`config.mk`:
```
export PLATFORM = sky130hd
export DESIGN_NAME = multicycle_ctrl
export DESIGN_NICKNAME = d
export VERILOG_FILES = /design/src/rtl/mips_ctrl_pkg.sv /design/src/rtl/mem_wait_timer.sv /design/src/rtl/multicycle_ctrl.sv
export SDC_FILE = /design/constraint.sdc
export NUM_CORES = 1
export LEC_CHECK = 0
export BUFFER_PORTS_ARGS = -buffer_cell sky130_fd_sc_hd__buf_2
export CAP_MARGIN = 20
export CORE_MARGIN = 2
export CORE_UTILIZATION = 35
export CTS_CLUSTER_SIZE = 8
export DETAILED_ROUTE_END_ITERATION = 6
export SYNTH_ARGS = -nofsm -noshare
export SYNTH_HDL_FRONTEND = slang
export SYNTH_SLANG_ARGS = --single-unit
```
`constraint.sdc`:
```
create_clock -name clk -period 1.4 [get_ports clk]
set_input_delay 0 -clock clk [delete_from_list [all_inputs] [get_ports clk]]
set_output_delay 0 -clock clk [all_outputs]
set_load 0.01 [all_outputs]
```
`src/rtl/mips_ctrl_pkg.sv`:
```
// Shared opcodes, FSM state encoding and datapath select encodings for the
// multicycle MIPS control unit.
package mips_ctrl_pkg;

    localparam logic [5:0] OP_RTYPE = 6'b000000;
    localparam logic [5:0] OP_LW    = 6'b100011;
    localparam logic [5:0] OP_SW    = 6'b101011;
    localparam logic [5:0] OP_BEQ   = 6'b000100;
    localparam logic [5:0] OP_BNE   = 6'b000101;
    localparam logic [5:0] OP_ADDI  = 6'b001000;
    localparam logic [5:0] OP_ORI   = 6'b001101;
    localparam logic [5:0] OP_J     = 6'b000010;
    localparam logic [5:0] OP_LH    = 6'b100001;
    localparam logic [5:0] OP_LB    = 6'b100000;

    typedef enum logic [3:0] {
        S_FETCH,
        S_DECODE,
        S_MEMADR,
        S_MEMRD,
        S_MEMWB,
        S_MEMWR,
        S_EXEC,
        S_ALUWB,
        S_ADDIEX,
        S_ORIEX,
        S_IWB,
        S_BRANCH,
        S_JUMP
    } state_e;

    localparam logic [1:0] ALUOP_ADD   = 2'b00;
    localparam logic [1:0] ALUOP_SUB   = 2'b01;
    localparam logic [1:0] ALUOP_FUNCT = 2'b10;
    localparam logic [1:0] ALUOP_OR    = 2'b11;

    localparam logic [1:0] PCSRC_ALU    = 2'b00;
    localparam logic [1:0] PCSRC_ALUOUT = 2'b01;
    localparam logic [1:0] PCSRC_JUMP   = 2'b10;

    localparam logic [1:0] SRCB_B      = 2'b00;
    localparam logic [1:0] SRCB_FOUR   = 2'b01;
    localparam logic [1:0] SRCB_IMM    = 2'b10;
    localparam logic [1:0] SRCB_IMMSH  = 2'b11;

    function automatic logic is_mem_state(input state_e s);
        return (s == S_FETCH) || (s == S_MEMRD) || (s == S_MEMWR);
    endfunction

endpackage

```
`src/rtl/mem_wait_timer.sv`:
```
// Wait-state counter for one memory request; expired flags the cycle in
// which the count has reached WAIT_MAX.
module mem_wait_timer #(
    parameter int WAIT_MAX = 15,
    parameter int WAIT_W   = $clog2(WAIT_MAX + 1)
) (
    input  logic clk,
    input  logic reset_n,
    input  logic clr,
    input  logic inc,
    output logic expired
);

    logic [WAIT_W-1:0] count_q, count_d;

    always_comb begin
        count_d = count_q;
        if (clr) begin
            count_d = '0;
        end else if (inc) begin
            count_d = count_q + 1'b1;
        end
    end

    always_ff @(posedge clk or negedge reset_n) begin
        if (!reset_n) begin
            count_q <= '0;
        end else begin
            count_q <= count_d;
        end
    end

    assign expired = (count_q == WAIT_W'(WAIT_MAX));

endmodule

```
`src/rtl/multicycle_ctrl.sv`:
```
// Multicycle MIPS control FSM: Moore outputs per state, with mem_ready
// gating in the memory states and a wait-state timeout to FETCH.
//
// state  | meaning              state  | meaning
// FETCH  | read instr, PC+4     EXEC   | R-type ALU op
// DECODE | reg read, br target  ALUWB  | write rd
// MEMADR | compute address      ADDIEX | A + sext(imm)
// MEMRD  | data read            ORIEX  | A | zext(imm)
// MEMWB  | load writeback       IWB    | write rt
// MEMWR  | data write           BRANCH | compare, cond PC write
//                               JUMP   | PC <= jump target
module multicycle_ctrl
    import mips_ctrl_pkg::*;
#(
    parameter int MEM_HANDSHAKE = 1,
    parameter int WAIT_MAX      = 15,
    parameter int WAIT_W        = $clog2(WAIT_MAX + 1)
) (
    input  logic       clk,
    input  logic       reset_n,
    input  logic [5:0] op,
    input  logic       mem_ready,
    output logic       mem_req,
    output logic       iord,
    output logic       irwrite,
    output logic       pcwrite,
    output logic       branch,
    output logic       ne,
    output logic [1:0] pcsrc,
    output logic       alusrca,
    output logic [1:0] alusrcb,
    output logic       immsel,
    output logic [1:0] aluop,
    output logic       regdst,
    output logic       memtoreg,
    output logic       regwrite,
    output logic       memwrite,
    output logic       half,
    output logic       b,
    output logic       illegal,
    output logic       buserr
);

    state_e state_q, state_d;
    logic   ready_eff;
    logic   in_mem;
    logic   expired;
    logic   timeout;
    logic   wait_inc;

    assign ready_eff = (MEM_HANDSHAKE == 0) ? 1'b1 : mem_ready;
    assign in_mem    = is_mem_state(state_q);
    assign timeout   = in_mem && !ready_eff && expired;
    // Counting only while stalled; any state change, ready or timeout restarts it.
    assign wait_inc  = in_mem && !ready_eff && !expired;

    mem_wait_timer #(
        .WAIT_MAX (WAIT_MAX),
        .WAIT_W   (WAIT_W)
    ) u_wait (
        .clk     (clk),
        .reset_n (reset_n),
        .clr     (!wait_inc),
        .inc     (wait_inc),
        .expired (expired)
    );

    always_ff @(posedge clk or negedge reset_n) begin
        if (!reset_n) begin
            state_q <= S_FETCH;
        end else begin
            state_q <= state_d;
        end
    end

    always_comb begin
        state_d  = state_q;
        mem_req  = 1'b0;
        iord     = 1'b0;
        irwrite  = 1'b0;
        pcwrite  = 1'b0;
        branch   = 1'b0;
        ne       = 1'b0;
        pcsrc    = PCSRC_ALU;
        alusrca  = 1'b0;
        alusrcb  = SRCB_B;
        immsel   = 1'b0;
        aluop    = ALUOP_ADD;
        regdst   = 1'b0;
        memtoreg = 1'b0;
        regwrite = 1'b0;
        memwrite = 1'b0;
        half     = 1'b0;
        b        = 1'b0;
        illegal  = 1'b0;
        buserr   = 1'b0;

        case (state_q)
            S_FETCH: begin
                mem_req = 1'b1;
                alusrcb = SRCB_FOUR;
                if (ready_eff) begin
                    irwrite = 1'b1;
                    pcwrite = 1'b1;
                    state_d = S_DECODE;
                end else if (timeout) begin
                    buserr  = 1'b1;
                    state_d = S_FETCH;
                end
            end
            S_DECODE: begin
                alusrcb = SRCB_IMMSH;
                case (op)
                    OP_LW, OP_SW, OP_LH, OP_LB: state_d = S_MEMADR;
                    OP_RTYPE:                   state_d = S_EXEC;
                    OP_BEQ, OP_BNE:             state_d = S_BRANCH;
                    OP_ADDI:                    state_d = S_ADDIEX;
                    OP_ORI:                     state_d = S_ORIEX;
                    OP_J:                       state_d = S_JUMP;
                    default: begin
                        illegal = 1'b1;
                        state_d = S_FETCH;
                    end
                endcase
            end
            S_MEMADR: begin
                alusrca = 1'b1;
                alusrcb = SRCB_IMM;
                half    = (op == OP_LH);
                b       = (op == OP_LB);
                state_d = (op == OP_SW) ? S_MEMWR : S_MEMRD;
            end
            S_MEMRD: begin
                mem_req = 1'b1;
                iord    = 1'b1;
                half    = (op == OP_LH);
                b       = (op == OP_LB);
                if (ready_eff) begin
                    state_d = S_MEMWB;
                end else if (timeout) begin
                    buserr  = 1'b1;
                    state_d = S_FETCH;
                end
            end
            S_MEMWB: begin
                regwrite = 1'b1;
                memtoreg = 1'b1;
                half     = (op == OP_LH);
                b        = (op == OP_LB);
                state_d  = S_FETCH;
            end
            S_MEMWR: begin
                mem_req  = 1'b1;
                iord     = 1'b1;
                memwrite = 1'b1;
                if (ready_eff) begin
                    state_d = S_FETCH;
                end else if (timeout) begin
                    buserr  = 1'b1;
                    state_d = S_FETCH;
                end
            end
            S_EXEC: begin
                alusrca = 1'b1;
                aluop   = ALUOP_FUNCT;
                state_d = S_ALUWB;
            end
            S_ALUWB: begin
                regdst   = 1'b1;
                regwrite = 1'b1;
                state_d  = S_FETCH;
            end
            S_ADDIEX: begin
                alusrca = 1'b1;
                alusrcb = SRCB_IMM;
                state_d = S_IWB;
            end
            S_ORIEX: begin
                alusrca = 1'b1;
                alusrcb = SRCB_IMM;
                immsel  = 1'b1;
                aluop   = ALUOP_OR;
                state_d = S_IWB;
            end
            S_IWB: begin
                regwrite = 1'b1;
                state_d  = S_FETCH;
            end
            S_BRANCH: begin
                alusrca = 1'b1;
                aluop   = ALUOP_SUB;
                branch  = 1'b1;
                pcsrc   = PCSRC_ALUOUT;
                ne      = (op == OP_BNE);
                state_d = S_FETCH;
            end
            S_JUMP: begin
                pcwrite = 1'b1;
                pcsrc   = PCSRC_JUMP;
                state_d = S_FETCH;
            end
            default: state_d = S_FETCH;
        endcase

        // Reset gates the outputs combinationally so memwrite falls with reset_n.
        if (!reset_n) begin
            mem_req  = 1'b0;
            iord     = 1'b0;
            irwrite  = 1'b0;
            pcwrite  = 1'b0;
            branch   = 1'b0;
            ne       = 1'b0;
            pcsrc    = PCSRC_ALU;
            alusrca  = 1'b0;
            alusrcb  = SRCB_FOUR;
            immsel   = 1'b0;
            aluop    = ALUOP_ADD;
            regdst   = 1'b0;
            memtoreg = 1'b0;
            regwrite = 1'b0;
            memwrite = 1'b0;
            half     = 1'b0;
            b        = 1'b0;
            illegal  = 1'b0;
            buserr   = 1'b0;
        end
    end

endmodule

```
==> reports/metrics.yaml <==
global_route:
  grt_pass1_wl_um: 4200
  grt_max_degree: 11
  grt_pass1_vias: 942
  grt.total_usage_pct: 20.0
  grt_antenna_before_repair: 0
  grt_overflow: 0
clock_network:
  numCtsBuffers: 3
  cts_sinks: 8
  htreeDepth: 1
  clkSlewWorstSetupHoldPaths_ns: 0.06
  cts_tree: "done"
  clk_latency_ns: 0.26
  cts_root_buf: "clkbuf_4"
  clockBufferDepth: 2
critical_path:
  ff2ff_setup_slack_ns: -0.17
  cp_top_family: "flip-flops"
  crit_chain: "buf_6 -> nor2b_2 -> buf_4 -> nor2_1 -> a21oi_1 -> nor2_1 -> buf_2"
  start_kind: "flop"
  path_buf_inv: 3
  crit_slowest_cell: "dfrtp_2"
  cp-end-kind: "output port"
  critical_path_class: "reg -> out"
  worst_ep_arrival_time_ns: 1.59
  crit_path_max_fanout: 6
  crit_required_ns: 1.40
  max_stage_delay_ns: 0.48
  critPathMostFrequentCell: "nor2_1"
finish:
  area_delta_synth_final_pct: 72.1
  fin_nets: 174
  seq_area_um2: 205
  fillerInstances: 184
  multi_input_area_um2: 759
  diodes: 0
  finalInstanceArea_um2: 1450
  drive_gt1_share_pct: 58.6
power:
  p_int_mw: 1.42
  leakagePower_nw: 0.676
  power_density_nw_per_um2: 1710
  power_mw: 2.48
  swShare_pct: 42.5
  power_switching_mw: 1.05
  power_frac_comb_pct: 75.6
  power.share.sequential_pct: 17.1
  clkPwrFrac_pct: 7.2
  peakVddDrop_v: 0.000970
yosys:
  ys_top_cells_by_area: "dfrtp_1 (24%), nor2_1 (10%), nand2b_1 (4.5%)"
  seq_area_frac_synth_pct: 23.8
  yosysWarnings: 0
  synthCells: 112
  ys_ff_latch: 8
  synth_flop_cell: "dfrtp_1"
  async_reset_ff_share_pct: 100
  syn_avg_cell_area_um2: 7.52
  synthDistinctLibCells: 43
  syn-cell-area_um2: 842
  synth_edf_count: 0
  synth_top_area_cell: "dfrtp_1"
  synth_most_common_cell: "nor2_1"
  synth_top_cells_by_count: "nor2_1 (23), dfrtp_1 (8), clkbuf_1 (7)"
  syn_nets: 122
  synth_top_area_share_pct: 23.8
route:
  firstDrtPassIters: 4
  drtAntennaViolNets: 0
  drt-total-wl_um: 2770
  avgRoutedWirePerCell_um: 14.6
  remaining_drc_errors: 0
  via_count: 1088
  routed_via_density: 5.73
  drtIter0Drc: 25
sta:
  fin_crit_ns: 1.59
  worstMarginPinSlew_ns: 0.563
  slew_headroom_pct: 61.5
  rsz0062_at_grt: "true"
  drv_slew: 0
  setup_tns_ns: -2.64
  hold_viol: 0
  fin_crit_sh_pct: 114
  setup_viol: 25
  fmax_mhz: 628
  fin_ws_ns: -0.192
  skew_ns: 0.00539
  hold_slack_ns: 0.162
job:
  maxCapViolations: 0
floorplan:
  io_pins: 31
  die_x_um: 53.1
  start_util_pct: 37.7
  core_um2: 2230
  die_y_um: 53.1
  die_area_um2: 2810
  fp-row-count: 17
place:
  io_buffers: 30
  gp_congestion: 0.814
  dp.final_hpwl_um: 1850
  place_ws_ns: -0.141
  postPlaceCellArea_um2: 1120
run_status:
  failed_checks: "negative setup slack"
  status: "complete, but fails checks"
min_path:
  hold_class: "in -> reg"
==> flip-flops by register name, summed over array words and instances (netlist names) <==
signal and count:
u_wait.count_q 4, state_q 4
==> power by group through the flow <==
stage	Clock [mW]	Combinational, mW	Sequential (mW)
CTS	0.178	1.60	0.405
global route	0.191	1.99	0.437
finish	0.179	1.87	0.425
floorplan	0	0.767	0.361
detailed placement	0	1.20	0.390
global placement	0	1.18	0.389
==> layout by cell type (no fill, tap or decap), types with 3 or more instances in the layout <==
cell      netlist  routed
and3_1          4       3
dfrtp_2         0       4
nand2_1         6       5
dfrtp_1         8       4
o22ai_1         3       3
xor2_1          3       3
buf_4           1      16
nor2_1         23      17
clkbuf_4        0       3
nand2b_4        0       4
buf_2           2      30
buf_6           0      12
nor2_2          0       5
==> worst min-delay path: stages <==
cell and delay, ns:
buf_2 0.15, nor2_1 0.08, nand2_1 0.07, o22ai_1 0.08
==> per-stage QoR <==
step | instances | util, %
CTS | 188 | 59.7
floorplan | 112 | -
finish | 190 | 64.9
global placement | 175 | 50.0
detailed placement | 175 | 50.0
global route | 190 | 64.9
==> path summary, 6_finish.rpt <==
| path | start | depth (start not counted) | to |
|---|---|---|---|
| max in group asynchronous | reset_n | 3 | state_q[1] |
| worst min-delay path | op[0] | 4 | state_q[2] |
| worst min register to register | u_wait.count_q[0] | 2 | u_wait.count_q[0] |
| worst max register to register | state_q[0] | 5 | state_q[0] |
| worst max-delay path | state_q[1] | 7 | regwrite |
| min in group asynchronous | reset_n | 3 | state_q[2] |
==> layer usage <==
metal	GRT usage, %	routed length [µm]	vias to the layer above
met1	25.3	1190	534
met4	8.12	55	0
met5	0	0	-
met3	1.41	137	7
met2	34.8	1390	42
li1	-	-	505
==> logic make-up (layout without fill, tap and decap cells) <==
family / Yosys count / in the layout / synth area share [%]
AOI/OAI and AO/OA: 19 / 19 / 20.1
adders and majority gates: 1 / 1 / 1.49
xor gates and xnor gates: 4 / 4 / 5.05
DFF: 8 / 8 / 23.8
buffers and inverters: 15 / 65 / 7.58
and+or+nand+nor: 63 / 63 / 39.4
muxes: 2 / 2 / 2.67
==> cell type report <==
type / count / area share (%)
tap: 28 / 2.42
multi-input combinational: 89 / 52.4
sequential: 8 / 14.2
timing repair buffer: 59 / 28.7
inverter: 3 / 0.777
clock buffer: 3 / 1.55
==> timing repair <==
action | CTS | global route
pin swaps | 9 | 9
endpoints found under the setup margin | 26 | 27
buffers inserted | 9 | 1
endpoints found under the hold margin | 8 | 0
hold buffers | 1 | 0
gates resized for setup | 27 | 22
gates cloned | 0 | 1
Note: power is estimated with default switching activity, not from simulation.
